==> src/rtl/axi_burst_reader.sv <==
// AXI4 read master: issues one INCR burst per request and streams the returned beats
// out through a 2-entry skid FIFO, pulsing rmst_done once every beat has been delivered.
module axi_burst_reader #(
    parameter int unsigned DATA_WIDTH   = 512,
    parameter int unsigned ADDR_WIDTH   = 64,
    parameter int unsigned BURST_LENGTH = 4,
    parameter int unsigned ID_WIDTH     = 1
) (
    input  logic                  clk,
    input  logic                  rst,
    input  logic                  rmst_req,
    input  logic [ADDR_WIDTH-1:0] addr_offset,
    output logic                  rmst_done,
    output logic                  busy,
    output logic                  err,
    output logic [ADDR_WIDTH-1:0] m_axi_araddr,
    output logic [7:0]            m_axi_arlen,
    output logic [2:0]            m_axi_arsize,
    output logic [1:0]            m_axi_arburst,
    output logic [ID_WIDTH-1:0]   m_axi_arid,
    output logic                  m_axi_arvalid,
    input  logic                  m_axi_arready,
    input  logic [DATA_WIDTH-1:0] m_axi_rdata,
    input  logic [1:0]            m_axi_rresp,
    input  logic                  m_axi_rlast,
    input  logic                  m_axi_rvalid,
    output logic                  m_axi_rready,
    output logic [DATA_WIDTH-1:0] tdata,
    output logic                  valid,
    input  logic                  ready
);

    localparam int unsigned SizeLog = $clog2(DATA_WIDTH / 8);
    localparam int unsigned CntW    = 9;
    localparam logic [ADDR_WIDTH-1:0] LowMask = ADDR_WIDTH'((1 << SizeLog) - 1);
    localparam logic [CntW-1:0] LastIdx = CntW'(BURST_LENGTH - 1);

    typedef enum logic [1:0] {StIdle, StAddr, StData, StDrain} state_e;

    state_e                state_q;
    logic [CntW-1:0]       beat_cnt_q;
    logic [DATA_WIDTH-1:0] fifo_mem_q [2];
    logic                  fifo_rd_ptr_q;
    logic                  fifo_wr_ptr_q;
    logic [1:0]            fifo_cnt_q;
    logic [1:0]            fifo_cnt_next;
    logic                  push;
    logic                  pop;
    logic                  last_beat;
    logic                  drain_done;

    assign m_axi_arlen   = 8'(BURST_LENGTH - 1);
    assign m_axi_arsize  = 3'(SizeLog);
    assign m_axi_arburst = 2'b01;
    assign m_axi_arid    = '0;

    assign push       = (state_q == StData) && m_axi_rvalid && m_axi_rready;
    assign valid      = (fifo_cnt_q != 2'd0);
    assign pop        = valid && ready;
    assign tdata      = fifo_mem_q[fifo_rd_ptr_q];
    assign last_beat  = (beat_cnt_q == LastIdx);
    // Finishing on the cycle the final beat leaves saves a cycle per burst.
    assign drain_done = (state_q == StDrain) &&
                        ((fifo_cnt_q == 2'd0) || ((fifo_cnt_q == 2'd1) && pop));
    assign rmst_done  = drain_done;
    assign busy       = (state_q != StIdle);

    always_comb begin
        fifo_cnt_next = fifo_cnt_q + 2'(push) - 2'(pop);
    end

    always_ff @(posedge clk) begin
        if (rst) begin
            state_q       <= StIdle;
            beat_cnt_q    <= '0;
            fifo_rd_ptr_q <= 1'b0;
            fifo_wr_ptr_q <= 1'b0;
            fifo_cnt_q    <= 2'd0;
            for (int i = 0; i < 2; i++) begin
                fifo_mem_q[i] <= '0;
            end
            m_axi_araddr  <= '0;
            m_axi_arvalid <= 1'b0;
            m_axi_rready  <= 1'b0;
            err           <= 1'b0;
        end else begin
            if (push) begin
                fifo_mem_q[fifo_wr_ptr_q] <= m_axi_rdata;
                fifo_wr_ptr_q             <= ~fifo_wr_ptr_q;
            end
            if (pop) begin
                fifo_rd_ptr_q <= ~fifo_rd_ptr_q;
            end
            fifo_cnt_q <= fifo_cnt_next;

            unique case (state_q)
                StIdle: begin
                    if (rmst_req) begin
                        m_axi_araddr  <= addr_offset & ~LowMask;
                        m_axi_arvalid <= 1'b1;
                        state_q       <= StAddr;
                    end
                end
                StAddr: begin
                    if (m_axi_arready) begin
                        m_axi_arvalid <= 1'b0;
                        beat_cnt_q    <= '0;
                        m_axi_rready  <= (fifo_cnt_next < 2'd2);
                        state_q       <= StData;
                    end
                end
                StData: begin
                    // rready is registered, so it reflects the FIFO room after this edge.
                    m_axi_rready <= (fifo_cnt_next < 2'd2) && !(push && last_beat);
                    if (push) begin
                        beat_cnt_q <= beat_cnt_q + CntW'(1);
                        if (m_axi_rresp != 2'b00) begin
                            err <= 1'b1;
                        end
                        if (last_beat) begin
                            if (!m_axi_rlast) begin
                                err <= 1'b1;
                            end
                            state_q <= StDrain;
                        end else if (m_axi_rlast) begin
                            err <= 1'b1;
                        end
                    end
                end
                StDrain: begin
                    m_axi_rready <= 1'b0;
                    if (drain_done) begin
                        state_q <= StIdle;
                    end
                end
                default: state_q <= StIdle;
            endcase
        end
    end

endmodule

==> config.mk <==
export PLATFORM = sky130hd
export DESIGN_NAME = axi_burst_reader
export DESIGN_NICKNAME = d
export VERILOG_FILES = /design/src/rtl/axi_burst_reader.sv
export SDC_FILE = /design/constraint.sdc
export NUM_CORES = 1
export LEC_CHECK = 0
export BUFFER_PORTS_ARGS = -buffer_cell sky130_fd_sc_hd__buf_2
export CORE_AREA = 2 2 456 458
export DETAILED_ROUTE_END_ITERATION = 6
export DIE_AREA = 0 0 458 460
export SYNTH_ARGS = -nofsm -noshare
export SYNTH_HDL_FRONTEND = slang
export SYNTH_SLANG_ARGS = --single-unit
==> constraint.sdc <==
create_clock -name clk -period 32.2 [get_ports clk]
set_clock_uncertainty 0.05 [all_clocks]
set_input_delay 3.22 -clock clk [delete_from_list [all_inputs] [get_ports clk]]
set_output_delay 3.22 -clock clk [all_outputs]
set_load 0.03 [all_outputs]
==> results of run 1 <==
## flip-flops by register name, summed over array words and instances, names as in the netlist, named ones only
signal	cells
state_q	2
fifo_rd_ptr_q	1
m_axi_araddr	58
fifo_mem_q	1024
err	1
beat_cnt_q	9
m_axi_rready	1
fifo_cnt_q	2
m_axi_arvalid	1
fifo_wr_ptr_q	1
## per-layer routing
metal / global-route usage, % / vias to the layer above / part of all wire [%]
met3: 5.65 / 302 / 10
met5: 0 / - / 0.26
met4: 5.01 / 60 / 3.3
met2: 22.6 / 1102 / 48
met1: 15.2 / 14300 / 38
li1: - / 13300 / -
## Yosys cell counts, drive strengths merged, types with 2 or more instances
cell	number
inv	7
o21bai	2
nor3b	2
nand2b	3
conb	2
nand2	125
ha	7
clkbuf	128
dfxtp	77
a21oi	63
nand3	6
buf	83
nor2b	3
nor2	15
and2	1025
mux2	513
nor4	4
xor2	3
xnor2	7
nor4b	3
nor3	4
edfxtp	1024
mux2i	2
or2	3
## logic make-up after synthesis
| group | Yosys count | synth area share (%) |
|---|---|---|
| AO/OA/AOI/OAI | 75 | 0.896 |
| XOR/XNOR | 10 | 0.187 |
| adder cells (fa/ha/maj) | 7 | 0.187 |
| buffers and inverters | 218 | 2.31 |
| flip-flops | 1101 | 68.8 |
| multiplexers | 515 | 12.4 |
| other | 2 | 0.0160 |
| AND/OR/NAND/NOR | 1196 | 15.2 |
## worst register-to-register path, delay by kind of cell (launching register included)
kind | cells | cell delay [ns]
simple gates | 3 | 1.33
flops | 1 | 0.33
fa+ha+maj | 1 | 0.39
buf+inv | 5 | 3.15
## cells in the final DEF, fill, tap and decap left out, drive strengths merged, types with 4 or more instances in the layout
master / Yosys / final
ha: 7 / 7
conb: 2 / 20
nand3: 6 / 6
clkinv: 0 / 53
clkbuf: 128 / 158
a21oi: 63 / 63
nor4: 4 / 4
mux2: 513 / 513
nand2: 125 / 125
buf: 83 / 1193
diode: 0 / 29
inv: 7 / 16
xnor2: 7 / 7
dfxtp: 77 / 77
edfxtp: 1024 / 1024
bufinv: 0 / 6
nor3: 4 / 4
and2: 1025 / 1025
nor2: 15 / 15
## worst max path at each step
stage / startpoint / to / slack (ns) / depth (start not counted)
after floorplan: m_axi_rvalid / fifo_mem_q[0][0] / 3.78 / 2
after global placement: rst / fifo_mem_q[1][397] / 23.70 / 7
after detailed placement: rst / fifo_mem_q[1][397] / 23.70 / 7
after CTS: rst / fifo_mem_q[1][397] / 24.55 / 7
after global routing: rst / fifo_mem_q[1][353] / 24.34 / 7
final: rst / fifo_mem_q[1][397] / 24.66 / 7
## through the flow
stage | std cells | util, % | total power [W] | setup slack [ns] | hold slack [ns]
after floorplan | 3142 | - | 0.00232 | 3.78 | 0.399
after global placement | 6828 | 26.9 | 0.00257 | 23.70 | 0.392
after detailed placement | 6828 | 26.9 | 0.00258 | 23.70 | 0.394
after CTS | 7055 | 28.8 | 0.00396 | 24.55 | 0.403
after global routing | 7063 | 28.8 | 0.00405 | 24.34 | 0.416
final | 7084 | 28.9 | 0.00390 | 24.66 | 0.403
## cell type report
class,count,area [um2]
Clock inverter,69,654
Clock buffer,158,3270
Inverter,7,26.3
Multi-Input combinational cell,1823,13700
Antenna cell,29,72.6
Fill cell,20900,147000
Tap cell,2704,3380
Sequential cell,1101,32300
Timing Repair Buffer,1193,6090
## where the power goes
group	internal (W)	switching [W]
registers	0.00164	0.0000269
logic	0.000275	0.000590
clock network	0.000766	0.000599
total	0.00268	0.00122
==> impl_metrics.json, run 1 <==
{
  "postLayoutCellArea_um2": 59500,
  "min_from": "m_axi_araddr[25]",
  "nNetsFinal": 4838,
  "fin_crit_ns": 7.54,
  "worst_pin_slew_ns": 1.19,
  "synthTopCellsByArea": "edfxtp_1 (66%), and2_1 (14%), mux2_2 (12%)",
  "wl_per_cell_um": 21.1,
  "path_buf_inv": 5,
  "synth_seq_cells": 1101,
  "rr_endpoint": "fifo_mem_q[1][397]",
  "status": "finished, final reports clean",
  "leakage_nw": 24.0,
  "synth_warnings": 0,
  "drtIter0Drc": 1989,
  "ant_nets": 0,
  "syn_avg_cell_area_um2": 15.0,
  "cts_buffers": 120,
  "gr-usage-all-layers_pct": 13.5,
  "crit_top_cell": "buf_4",
  "drive_gt1_share_pct": 43.5,
  "ir_drop_uv": 46.8,
  "via_per_inst": 4.10,
  "cts_buffer_depth": 3,
  "htree_levels": 3,
  "rsz0062_at_grt": "no",
  "ys_seq_area_share_pct": 68.8,
  "r2r_cells": 9,
  "synth_edf_count": 1024,
  "ys_async_sr_fraction_pct": 0,
  "cts_sinks": 1101,
  "cpPeakStageDelay_ns": 0.81,
  "drv_cap": 0,
  "grt_pass1_vias": 29000,
  "drt-pass1-iter-count": 5,
  "final_hold_viol_count": 0,
  "die_w_um": 458,
  "root_buffer": "clkbuf_16",
  "cp_top_family": "buffers and inverters",
  "start_util_pct": 22.8,
  "crit_fanout": 93,
  "post_cts_buffers": 0,
  "critical_path_class": "in2reg",
  "design.die.area_um2": 211000,
  "die_height_um": 460,
  "grt_pass1_wl_um": 208000,
  "ys_types": 43,
  "io_buffers": 1154,
  "hold_depth": 2,
  "hold_end": "m_axi_araddr[25]",
  "maxSlewViolCount": 0,
  "place_hpwl_um": 106000,
  "cts-hold-fix-buffers": 0,
  "path_clk_slew_ns": 0.06,
  "syn_inst": 3124,
  "crit_chain": "buf_2 -> nor4bb_4 -> buf_4 -> or2_4 -> buf_4 -> buf_4 -> buf_4",
  "slowest_stage": "buf_4",
  "setup_violations": 0,
  "io_pins": 1181,
  "grt_overflow_total": 0,
  "period_share_pct": 23.4,
  "place_area_um2": 55500,
  "yosysTopAreaCell": "edfxtp_1",
  "placementRows": 167,
  "hp-class": "reg2reg",
  "ys.flop_type": "edfxtp_1",
  "critPathLaunchType": "input pin",
  "tns_ns": 0,
  "antenna_found_initial": 91,
  "reg2reg_slack_ns": 26.48,
  "synth_top_area_share_pct": 65.5,
  "cts_resized": 0,
  "route.detailed.drc": 0,
  "cp-end-kind": "flip-flop",
  "timing.fmax_mhz": 133,
  "clk_latency_ns": 0.76,
  "p_per_area_nw_per_um2": 65.6,
  "syn2layout_area_growth_pct": 26.7,
  "worstPathRequired_ns": 32.49,
  "worst_r2r_startpoint": "state_q[0]",
  "synth_area_um2": 46900,
  "relSlewSlack_pct": 20.6,
  "routed_wl_um": 149000,
  "coreArea_um2": 206000,
  "cts_tree": "yes",
  "gp_congestion": 0.840,
  "cp.arrival_ns": 7.83,
  "vias": 29100,
  "grt_start_max_net_pins": 178
}
Power figures use the tool's default switching activity.
==> run 2, diff against run 1 <==
--- a/config.mk
+++ b/config.mk
@@ -5,10 +5,11 @@
 export SDC_FILE = /design/constraint.sdc
 export NUM_CORES = 1
 export LEC_CHECK = 0
+export ABC_AREA = 1
 export BUFFER_PORTS_ARGS = -buffer_cell sky130_fd_sc_hd__buf_2
-export CORE_AREA = 2 2 456 458
+export CORE_AREA = 2 2 467 469
 export DETAILED_ROUTE_END_ITERATION = 6
-export DIE_AREA = 0 0 458 460
+export DIE_AREA = 0 0 469 471
 export SYNTH_ARGS = -nofsm -noshare
 export SYNTH_HDL_FRONTEND = slang
 export SYNTH_SLANG_ARGS = --single-unit
==> constraint.sdc (replaced) <==
create_clock -name clk -period 6.1 [get_ports clk]
set_clock_uncertainty 0.05 [all_clocks]
set_input_delay 0.61 -clock clk [delete_from_list [all_inputs] [get_ports clk]]
set_output_delay 0.61 -clock clk [all_outputs]
set_load 0.03 [all_outputs]
==> run 2 against run 1 <==
  * Largest power group unchanged
  * Wire length up 6.0%
  * Sequential cell count unchanged
  * Critical endpoint is now tdata[431]
  * Worst setup slack worse by 22 ns
  * Critical path type is now reg2out
==> impl_metrics.json, run 2 <==
{
  "top_register": "fifo_mem_q",
  "fin_hold_ws_ns": 0.103,
  "clk_latency_ns": 0.76,
  "timing.fmax_mhz": 256,
  "top_regs": "fifo_mem_q (1024), m_axi_araddr (58), beat_cnt_q (9)",
  "route.detailed.drc": 0,
  "via_per_inst": 4.02,
  "tns_ns": 0,
  "io_pins": 1181,
  "critical_path_class": "reg2out",
  "setup_violations": 0,
  "nNetsFinal": 5657,
  "cts-hold-fix-buffers": 248,
  "gp_congestion": 0.926,
  "path_clk_slew_ns": 0.06,
  "ir_drop_uv": 259,
  "cts_sinks": 1101,
  "relSlewSlack_pct": 19.1,
  "grt_pass1_vias": 32700,
  "leakage_nw": 27.4,
  "synth_simple_gate_area_share_pct": 10.1,
  "drtIter0Drc": 2407,
  "ys_seq_area_share_pct": 69.7,
  "synthAdderAreaFrac_pct": 0.189,
  "drv_cap": 0,
  "post_cts_buffers": 0,
  "die_w_um": 469,
  "syn_avg_cell_area_um2": 12.6,
  "ys_async_sr_fraction_pct": 0,
  "drt-pass1-iter-count": 5,
  "slowest_stage": "dfxtp_4",
  "yosysTopAreaCell": "edfxtp_1",
  "synth_top_area_share_pct": 66.4,
  "hp-class": "in2reg",
  "routed_wl_um": 158000,
  "synth_top_family_by_area": "multiplexers",
  "start_util_pct": 21.4,
  "crit_chain": "buf_12 -> buf_12 -> mux2_2 -> buf_2",
  "worstPathRequired_ns": 5.44,
  "cp.arrival_ns": 3.24,
  "hold_depth": 3,
  "cts_buffer_depth": 3,
  "vias": 32400,
  "wl_per_cell_um": 19.6,
  "grt_start_max_net_pins": 159,
  "mostFrequentLayoutCell": "nor2_1",
  "path_buf_inv": 3,
  "drive_gt1_share_pct": 37.1,
  "fin_crit_ns": 3.90,
  "cpPeakStageDelay_ns": 0.96,
  "placementRows": 171,
  "rsz0062_at_grt": "no",
  "ys_types": 26,
  "place_area_um2": 55300,
  "cp_top_family": "flip-flops",
  "antenna_found_initial": 88,
  "grt_pass1_wl_um": 220000,
  "fill_cells": 22200,
  "grt_overflow_total": 0,
  "worst_pin_slew_ns": 1.21,
  "cts_tree": "yes",
  "crit_fanout": 92,
  "maxSlewViolCount": 0,
  "largest_register_ffs": 1024,
  "cts_resized": 0,
  "crit_cells": 4,
  "final_hold_viol_count": 0,
  "ant_nets": 0,
  "final_cell_mix": "nor2_1 (1166), buf_2 (1154), edfxtp_1 (1024)",
  "design.die.area_um2": 221000,
  "p_total_w": 0.0228,
  "p_per_area_nw_per_um2": 368,
  "synth_compound_area_share_pct": 0.916,
  "ys.flop_type": "edfxtp_1",
  "yosysMostFrequentCell": "nor2_1",
  "synth_edf_count": 1024,
  "synth_area_um2": 46300,
  "ys_top_cells_by_count": "nor2_1 (1166), edfxtp_1 (1024), inv_1 (537)",
  "synthTopCellsByArea": "edfxtp_1 (66%), mux2_2 (12%), nor2_1 (9.5%)",
  "postLayoutCellArea_um2": 62000,
  "root_buffer": "clkbuf_16",
  "synth_warnings": 0,
  "r2r_cells": 7,
  "syn2layout_area_growth_pct": 33.9,
  "io_buffers": 1154,
  "place_hpwl_um": 111000,
  "status": "finished, final reports clean",
  "syn_inst": 3676,
  "synthMuxAreaShare_pct": 12.5,
  "crit_top_cell": "buf_12",
  "htree_levels": 3,
  "critPathLaunchType": "flip-flop",
  "synth-xor-area-share_pct": 0,
  "coreArea_um2": 216000,
  "die_height_um": 471,
  "period_share_pct": 63.9,
  "cts_buffers": 121,
  "gr-usage-all-layers_pct": 13.6,
  "cp-end-kind": "output port",
  "synth_seq_cells": 1101
}
-- run 2: changes by cell type after synthesis, sizes merged, moves of 79 or more --
| cell | change |
|---|---|
| and2 | -1025 |
| buf | +95 |
| clkbuf | -98 |
| inv | +531 |
| nand2 | -79 |
| nor2 | +1152 |
-- run 2: area by class of cell --
type | instances | area (um2) | share of cell area (%)
diodes | 33 | 82.6 | 0.133
clock buffers | 142 | 3180 | 5.13
clock inverters | 81 | 903 | 1.46
inverters | 538 | 2020 | 3.26
multi-input cells | 1847 | 11100 | 17.9
flip-flops and latches | 1101 | 32300 | 52.1
well taps | 2854 | 3570 | 5.76
repair buffers | 1456 | 8850 | 14.3
-- run 2: metrics by stage --
stage          instances  util, %  worst slack [ns]
2_1_floorplan       3694        -             0.677
3_3_place_gp        7548     25.6              2.25
3_5_place_dp        7548     25.6              2.15
4_1_cts             8019     28.6              1.96
5_1_grt             8044     28.7              1.90
6_report            8052     28.7              2.20
-- run 2: report_power, final --
part           leakage, nW  internal, W  switching [W]
sequential            11.2      0.00870       0.000231
combinational         14.2      0.00211        0.00428
clock                 1.96      0.00426        0.00324
-- run 2: cell families (layout without fill, tap and decap cells) --
family	Yosys count	in the layout
AO/OA/AOI/OAI	81	81
adder cells (fa/ha/maj)	7	7
buffers and inverters	746	2217
flip-flops	1101	1101
multiplexers	512	512
other	2	53
AND/OR/NAND/NOR	1227	1227
-- run 2: worst register-to-register path: stages, from the launching register on --
cell,delay [ns]
dfxtp_1,0.33
inv_1,0.10
ha_1,0.32
nand3_4,0.17
nor2_4,0.25
nand2_8,0.51
nand2_8,0.92
buf_4,0.74
-- run 2: worst paths after layout --
check                       end  slack, ns            start
max                  tdata[431]       2.20        flip-flop
min           fifo_mem_q[0][49]       0.10  m_axi_rdata[49]
max reg2reg  fifo_mem_q[1][185]       2.26       state_q[0]
min reg2reg           flip-flop       0.39    fifo_rd_ptr_q
-- run 2: metal layers --
metal,global-route usage [%],up-vias,wire length (um)
met5,0.0659,-,460
met4,6.41,84,6310
met1,15.4,15700,60000
li1,-,14900,-
met2,21.6,1423,72500
met3,6.24,331,18900
